==> src/rtl/pc_sequencer.sv <==
// Program-counter sequencer: picks the next PC each instruction and owns a small return-address stack.
// Optional interrupt entry is compiled in with `define PC_SEQ_IRQ_EN.
module pc_sequencer #(
  parameter logic [15:0] RESET_VECTOR = 16'h0000,
  parameter logic [15:0] IRQ_VECTOR   = 16'h0010,
  parameter int          STACK_DEPTH  = 4
) (
  input  logic        Clk,
  input  logic        reset,
  input  logic [15:0] pc_cur,
  input  logic        mem_ready,
  input  logic        stall,
  input  logic        br_taken,
  input  logic [7:0]  br_off,
  input  logic        jmp_req,
  input  logic        call_req,
  input  logic        ret_req,
  input  logic        reti_req,
  input  logic        halt_req,
  input  logic [15:0] tgt,
  input  logic        irq,
  output logic        pc_load,
  output logic [15:0] pc_in,
  output logic        fetch_req,
  output logic        irq_ack,
  output logic        halted,
  output logic        err_ovf,
  output logic        err_udf
);
  // state | meaning
  // INIT  | load RESET_VECTOR into the PC register
  // FETCH | request instruction, wait for mem_ready
  // EXEC  | decide next PC (held while stall)
  // HALT  | sequencing stopped until reset (or irq when enabled)
  typedef enum logic [1:0] {INIT, FETCH, EXEC, HALT} state_t;

  localparam int SPW = $clog2(STACK_DEPTH + 1);
  localparam int IW  = $clog2(STACK_DEPTH);

  state_t         state, state_nxt;
  logic [SPW-1:0] sp;
  logic [15:0]    stack_mem [STACK_DEPTH];
  logic [15:0]    stack_top, push_data, pc_inc, pc_br;
  logic           stack_full, stack_empty;
  logic           push, pop, set_ovf, set_udf;

  assign stack_full  = (sp == SPW'(STACK_DEPTH));
  assign stack_empty = (sp == '0);
  assign stack_top   = stack_mem[IW'(sp - 1'b1)];
  assign pc_inc      = pc_cur + 16'd1;
  assign pc_br       = pc_inc + {{8{br_off[7]}}, br_off};

`ifdef PC_SEQ_IRQ_EN
  logic in_isr, set_isr, clr_isr;
`else
  logic unused_irq;
  assign unused_irq = ^{irq, IRQ_VECTOR};
`endif

  always_comb begin
    state_nxt = state;
    pc_load   = 1'b0;
    pc_in     = 16'h0000;
    fetch_req = 1'b0;
    halted    = 1'b0;
    irq_ack   = 1'b0;
    push      = 1'b0;
    pop       = 1'b0;
    push_data = pc_inc;
    set_ovf   = 1'b0;
    set_udf   = 1'b0;
`ifdef PC_SEQ_IRQ_EN
    set_isr   = 1'b0;
    clr_isr   = 1'b0;
`endif
    if (!reset) begin
      case (state)
        INIT: begin
          pc_load   = 1'b1;
          pc_in     = RESET_VECTOR;
          state_nxt = FETCH;
        end
        FETCH: begin
          fetch_req = 1'b1;
          if (mem_ready) state_nxt = EXEC;
        end
        EXEC: begin
          if (!stall) begin
            if (halt_req) begin
              state_nxt = HALT;
            end else begin
              pc_load   = 1'b1;
              state_nxt = FETCH;
              if (ret_req || reti_req) begin
                if (stack_empty) begin
                  set_udf = 1'b1;
                  pc_in   = pc_inc;
                end else begin
                  pop   = 1'b1;
                  pc_in = stack_top;
                end
`ifdef PC_SEQ_IRQ_EN
                clr_isr = reti_req;
`endif
              end else if (call_req) begin
                pc_in = tgt;
                if (stack_full) set_ovf = 1'b1;
                else            push    = 1'b1;
              end else if (jmp_req) begin
                pc_in = tgt;
              end else if (br_taken) begin
                pc_in = pc_br;
              end else begin
                pc_in = pc_inc;
              end
`ifdef PC_SEQ_IRQ_EN
              // Instructions that already touch the stack defer the interrupt one instruction.
              if (irq && !in_isr && !stack_full && !(ret_req || reti_req || call_req)) begin
                push      = 1'b1;
                push_data = pc_in;
                pc_in     = IRQ_VECTOR;
                irq_ack   = 1'b1;
                set_isr   = 1'b1;
              end
`endif
            end
          end
        end
        HALT: begin
          halted = 1'b1;
`ifdef PC_SEQ_IRQ_EN
          if (irq) begin
            pc_load   = 1'b1;
            pc_in     = IRQ_VECTOR;
            irq_ack   = 1'b1;
            set_isr   = 1'b1;
            state_nxt = FETCH;
            if (stack_full) set_ovf = 1'b1;
            else            push    = 1'b1;
          end
`endif
        end
        default: state_nxt = INIT;
      endcase
    end
  end

  always_ff @(posedge Clk) begin
    if (reset) begin
      state   <= INIT;
      sp      <= '0;
      err_ovf <= 1'b0;
      err_udf <= 1'b0;
`ifdef PC_SEQ_IRQ_EN
      in_isr  <= 1'b0;
`endif
    end else begin
      state <= state_nxt;
      if (push)     sp <= sp + 1'b1;
      else if (pop) sp <= sp - 1'b1;
      if (set_ovf) err_ovf <= 1'b1;
      if (set_udf) err_udf <= 1'b1;
`ifdef PC_SEQ_IRQ_EN
      if (set_isr)      in_isr <= 1'b1;
      else if (clr_isr) in_isr <= 1'b0;
`endif
    end
  end

  // push is never asserted while full, so sp always indexes a valid slot here
  always_ff @(posedge Clk) begin
    if (push) stack_mem[IW'(sp)] <= push_data;
  end
endmodule

==> config.mk <==
export PLATFORM = sky130hd
export DESIGN_NAME = pc_sequencer
export DESIGN_NICKNAME = d
export VERILOG_FILES = /design/src/rtl/pc_sequencer.sv
export SDC_FILE = /design/constraint.sdc
export NUM_CORES = 1
export LEC_CHECK = 0
export CAP_MARGIN = 20
export CELL_PAD_IN_SITES_DETAIL_PLACEMENT = 2
export CELL_PAD_IN_SITES_GLOBAL_PLACEMENT = 2
export CORE_ASPECT_RATIO = 0.6
export CORE_MARGIN = 2
export CORE_UTILIZATION = 38
export CTS_CLUSTER_DIAMETER = 50
export DETAILED_ROUTE_END_ITERATION = 10
export GPL_TIMING_DRIVEN = 0
export PLACE_DENSITY = 0.95
export SYNTH_ARGS = -nofsm -noshare
export SYNTH_HDL_FRONTEND = slang
export SYNTH_SLANG_ARGS = --single-unit
==> constraint.sdc <==
create_clock -name Clk -period 9.7 [get_ports Clk]
set_input_delay 1.94 -clock Clk [delete_from_list [all_inputs] [get_ports Clk]]
set_output_delay 1.94 -clock Clk [all_outputs]
set_load 0.01 [all_outputs]
; ---- Yosys cells after proc, flatten, opt, wreduce, memory -nomap -nowiden
; Memories as Yosys holds them, arrays and structs flattened.
; Index checks and enable logic that the tools add are counted.
[classes]
n_mux = 51
n_addsub = 4
n_eq_ne = 6
n_reduce_logical = 6
[op_table]
columns = op, n
row1 = 16-bit two-way mux, 9
row2 = 1-bit two-way mux, 35
row3 = 16-bit by 1-bit adder with 16-bit output (second input constant), 1
row4 = 16-bit adder, 1
row5 = 2-bit two-way mux, 3
row6 = 3-bit two-way mux, 2
row7 = 2-bit case mux with 3 select lines, 1
row8 = 2-bit == test (second input constant), 2
row9 = 2-bit inequality test (second input constant), 2
row10 = 3-bit by 1-bit adder with 3-bit output (second input constant), 1
row11 = 3-bit == test (second input constant), 1
row12 = 3-bit logical NOT, 1
row13 = 3-bit AND reduction, 1
row14 = 3-bit nonzero test, 1
row15 = 3-bit by 1-bit subtractor with 3-bit output (second input constant), 1
row16 = 2-bit by 1-bit == test with 1-bit output (second input constant), 1
row17 = 2-bit logical NOT, 1
row18 = 1-bit case mux with 2 select lines, 1
row19 = 2-bit nonzero test, 1
row20 = 1-bit logical OR, 1
[totals]
elab_cells = 72
ff_bits = 7
n_memories = 1
mem_bits_rw = 64
out_inout_bits = 22
inputBits = 51
[mem_list]
columns = memory, depth, word_bits, read_ports, rd_ports_with_merged_regs, write_ports, line
row1 = stack_mem, 4, 16, 1, 0, 1, 42  ; logic [15:0] stack_mem [STACK_DEPTH];

; ---- Logic depth before layout (Yosys ltp)
; Gate-level depths: netlist (run 1).
[logic_depth]
word_depth = 10
mapped_depth = 14
mapped_depth_nobuf = 13

; ---- Least setup slack after synthesis (run 1)
; OpenSTA, ideal clock, no wires.
[synth_timing]
path_kind = input-to-output
startpoint = input pc_cur[0]
endpoint = output pc_in[15]
path_buffers = 1
required_time_ns = 7.760
path_stages = 14
arrival_ns = 4.536
setup_slack_ns = 3.224
path_cell_list = ha_1 -> and2_1 -> nand3_1 -> nor2_1 -> xnor2_1 -> inv_1 -> ha_1 -> buf_6 -> a21oi_2 -> a211o_1 -> a211o_1 -> a2111oi_2 -> nor4b_1 -> a311oi_1
[synth_between]
elab_chain_len = 10
elab_cells_between_ends = 11
classes_between = add/sub: 2 / mux: 9
[synth_rtl]
columns = item, line
row1 = start: declaration, 10  ; input logic [15:0] pc_cur,
row2 = 16-bit by 1-bit adder with 16-bit output, 50  ; assign pc_inc = pc_cur + 16'd1;
row3 = net pc_inc[12], 43  ; logic [15:0] stack_top, push_data, pc_inc, pc_br;
row4 = 16-bit adder, 51  ; assign pc_br = pc_inc + {{8{br_off[7]}}, br_off};
row5 = 16-bit two-way mux, 111  ; end else if (br_taken) begin
row6 = 16-bit two-way mux, 109  ; end else if (jmp_req) begin
row7 = 16-bit two-way mux, 105  ; end else if (call_req) begin
row8 = 16-bit two-way mux, 94  ; if (ret_req || reti_req) begin
row9 = 16-bit two-way mux, 89  ; if (halt_req) begin
row10 = 16-bit two-way mux, 88  ; if (!stall) begin
row11 = 16-bit two-way mux, 77  ; case (state)
row12 = 16-bit two-way mux, 76  ; if (!reset) begin
row13 = end: declaration, 23  ; output logic [15:0] pc_in,
; The timed path passes the listed nets, and every way through them passes these cells.

; ---- Worst setup path after layout (run 1)
; Ends and elaborated chain as after synthesis.

==> key figures, run 1 <==
Worst hold path
  – Worst Hold Path Cells: 2
  – Hold Path Class: flip-flop to flip-flop

Routing
  – Total number of vias: 4093
  – Vias/cell: 6.03
  – Initial DRT Pass Iterations: 4
  – Drt wl/cell: 26.7 um
  – DRC Markers: 0
  – Iter 0 DRT Violations: 291
  – Remaining antenna violation count: 0
  – WL final: 18.1 mm

Placed design
  – Port bufs: 70
  – Post-placement cell count: 663
  – DP HPWL: 12.8 mm
  – Placer congestion estimate: 0.913
  – Placed inst area: 5540 um2

Run status
  – Status: finished clean

Timing
  – Fin crit period: 8.69 ns
  – Endpoints failing hold: 0
  – Setup tns final: 0 ns
  – Worst Tran Pin Value: 1.13 ns
  – Max-slew headroom: 24.9%
  – WHS: 0.518 ns
  – RSZ-0062 raised after global routing: no
  – Fmax: 115 MHz
  – Layout Skew: 0.00527 ns
  – Final-report setup violation count: 0
  – Final period util: 89.6%
  – Max Slew Vio Count: 0

Synthesis
  – Synth area leader: edfxtp_1
  – Number of flops mapped to enable cells by yosys: 64
  – Top post-synthesis cells by area: edfxtp_1 (41%), ha_1 (7.8%), mux4_2 (7.8%)
  – Post-Syn Area: 4640 um2
  – Post-synth top cells: edfxtp_1 (64), o21ai_0 (33), a21oi_1 (31), nor2_1 (31)
  – Top-count cell post-synth: edfxtp_1
  – Syn avg cell area: 10.8 um2
  – Syn nets: 509
  – Post-Syn Instances: 428
  – Async set-reset flop share out of synthesis: 0%
  – Synth top area share: 41.4%
  – Synth Register Bits: 71
  – Synth unique cells: 59
  – Syn. warnings: 0
  – Sequential fraction of the synthesis area: 44.5%
  – Predominant post-synthesis flop cell: edfxtp_1

Power
  – PwrDens: 152 nW/um2
  – Leak: 2.01 nW
  – IR Drop Worst-Case VDD: 111 uV

Clocking
  – Clock root buffer: clkbuf_16
  – Worst-path clk slew: 0.06 ns
  – Worst skew pair latency: 0.35 ns
  – Post_cts resized: 0
  – CTS tree: done
  – Total CTS buffers: 9
  – Postcts setup bufs: 0
  – Cts hold-fix bufs: 0
  – H-tree depth: 3
  – TritonCTS Sinks: 71
  – Clk buf depth: 2

Critical path
  – CP required: 7.76 ns
  – Crit path max fanout: 7
  – CP startpoint kind: input pin
  – Crit path DAT: 6.75 ns
  – Critical Path Sink Type: output pin
  – Cell depth of the worst flop-to-flop path: 10
  – Crit Path Category: input pin to output pin

Run
  – Maxcap violations: 0

Global route
  – GRT overflow: 0
  – Tot GR Track Use: 28.6%
  – First-pass GRT wire length: 27.3 mm
  – Initial antenna violation count: 0
  – Vias in the first global route: 4463
  – Largest net degree at the start of global routing: 18

Finish
  – Post-route design area: 5860 um2
  – # fillers: 1172
  – Nets@finish: 590
  – Area taken by multi-input logic gates: 2390 um2
  – Share of cells above drive strength 1: 9.92%
  – Non-Filler Instances: 679
  – # diodes: 0
  – Reg area: 2060 um2
  – Area delta synth->final: 26.3%
  – Layout Utilization: 48.9%

Floorplan
  – Starting Density: 38.7%
  – Height of the chip: 89.6 um
  – I/O pins: 73
  – Die ar.: 13100 um2
  – Core Area: 12000 um2
  – Chip width: 147 um
  – Num rows: 31
-- routing by layer --
metal  vias up  track usage, %  wire [um]
met1      2135            37.2       8050
met3        20            5.56        971
met5         -               0          0
met4         0            7.94        254
met2       146            49.6       8850
li1       1792               -          -
-- kinds of logic after synthesis --
kind of cell,synth area share [%]
AO/OA/AOI/OAI,17.7
buffers and inverters,3.91
XOR/XNOR,4.72
flip-flops,44.5
other,0.0809
adder cells (fa/ha/maj),8.26
AND/OR/NAND/NOR,12.7
multiplexers,8.20
-- sequential cells by signal, indices dropped and copies added (netlist names) --
| name | flops |
|---|---|
| stack_mem | 64 |
| err_ovf | 1 |
| err_udf | 1 |
| sp | 3 |
| state | 2 |
-- report_power, final --
group	internal, mW	switching [mW]
sequential	0.337	0.00451
clock	0.225	0.140
combinational	0.0746	0.111
total	0.636	0.256
-- critical path, stage by stage --
cell             delay [ns]
clkdlybuf4s50_1        0.56
nand3_1                0.28
nor3b_2                0.43
nand2_1                0.12
xnor2_1                0.64
ha_1                   0.43
a21oi_1                0.20
a211o_1                0.34
a211o_1                0.33
a2111oi_2              0.39
nor4b_1                0.10
a311oi_1               0.36
clkdlybuf4s50_1        0.60
-- layout make-up --
type                       count  share of cell area (%)
sequential                    71                    35.2
buffer                        20                    1.69
timing repair buffer          70                    12.0
clock inverter                 6                    1.45
tap                          165                    3.52
inverter                      22                    1.41
multi-input combinational    315                    40.9
clock buffer                  10                    3.91
-- placed cells by master, fill, tap and decap left out, types with 4 or more instances in the layout --
master | Yosys | layout
a211o_1 | 4 | 4
edfxtp_1 | 64 | 64
a31oi_1 | 4 | 4
nand2_1 | 29 | 29
nor2_1 | 31 | 31
a21oi_1 | 31 | 31
dfxtp_1 | 7 | 7
o21ai_0 | 33 | 33
xnor2_1 | 13 | 13
ha_1 | 29 | 29
nor2b_1 | 6 | 6
inv_1 | 22 | 22
clkbuf_1 | 12 | 13
a211oi_1 | 16 | 16
clkdlybuf4s50_1 | 0 | 70
o22ai_1 | 6 | 6
mux4_2 | 16 | 16
nand3_1 | 8 | 8
clkbuf_16 | 0 | 9
nand2b_1 | 5 | 5
and2_1 | 8 | 8
nand4_1 | 9 | 9
xor2_1 | 12 | 12
a21o_1 | 4 | 4
-- per-stage QoR --
stage          total power, mW  setup slack [ns]
6_report                 0.892              1.01
4_1_cts                  0.889              1.13
2_1_floorplan            0.449              3.22
5_1_grt                  0.919             0.863
3_3_place_gp             0.507              1.46
3_5_place_dp             0.524              1.26
-- worst paths after layout --
path | from | endpoint | slack [ns]
max | pc_cur[0] | pc_in[15] | 1.01
min | err_ovf$_SDFFE_PP0P_ | err_ovf$_SDFFE_PP0P_ | 0.52
max reg2reg | sp[0]$_SDFFE_PP0P_ | sp[2]$_SDFFE_PP0P_ | 6.13
min reg2reg | err_ovf$_SDFFE_PP0P_ | err_ovf$_SDFFE_PP0P_ | 0.52
Note: power is estimated with default switching activity, not from simulation.
==> run 2, diff against run 1 <==
--- a/config.mk
+++ b/config.mk
@@ -15,6 +15,7 @@
 export DETAILED_ROUTE_END_ITERATION = 10
 export GPL_TIMING_DRIVEN = 0
 export PLACE_DENSITY = 0.95
+export SKIP_CTS_REPAIR_TIMING = 1
 export SYNTH_ARGS = -nofsm -noshare
 export SYNTH_HDL_FRONTEND = slang
 export SYNTH_SLANG_ARGS = --single-unit
==> results of run 2 <==
No change in the layout: final DEF, timing and power equal those of run 1.
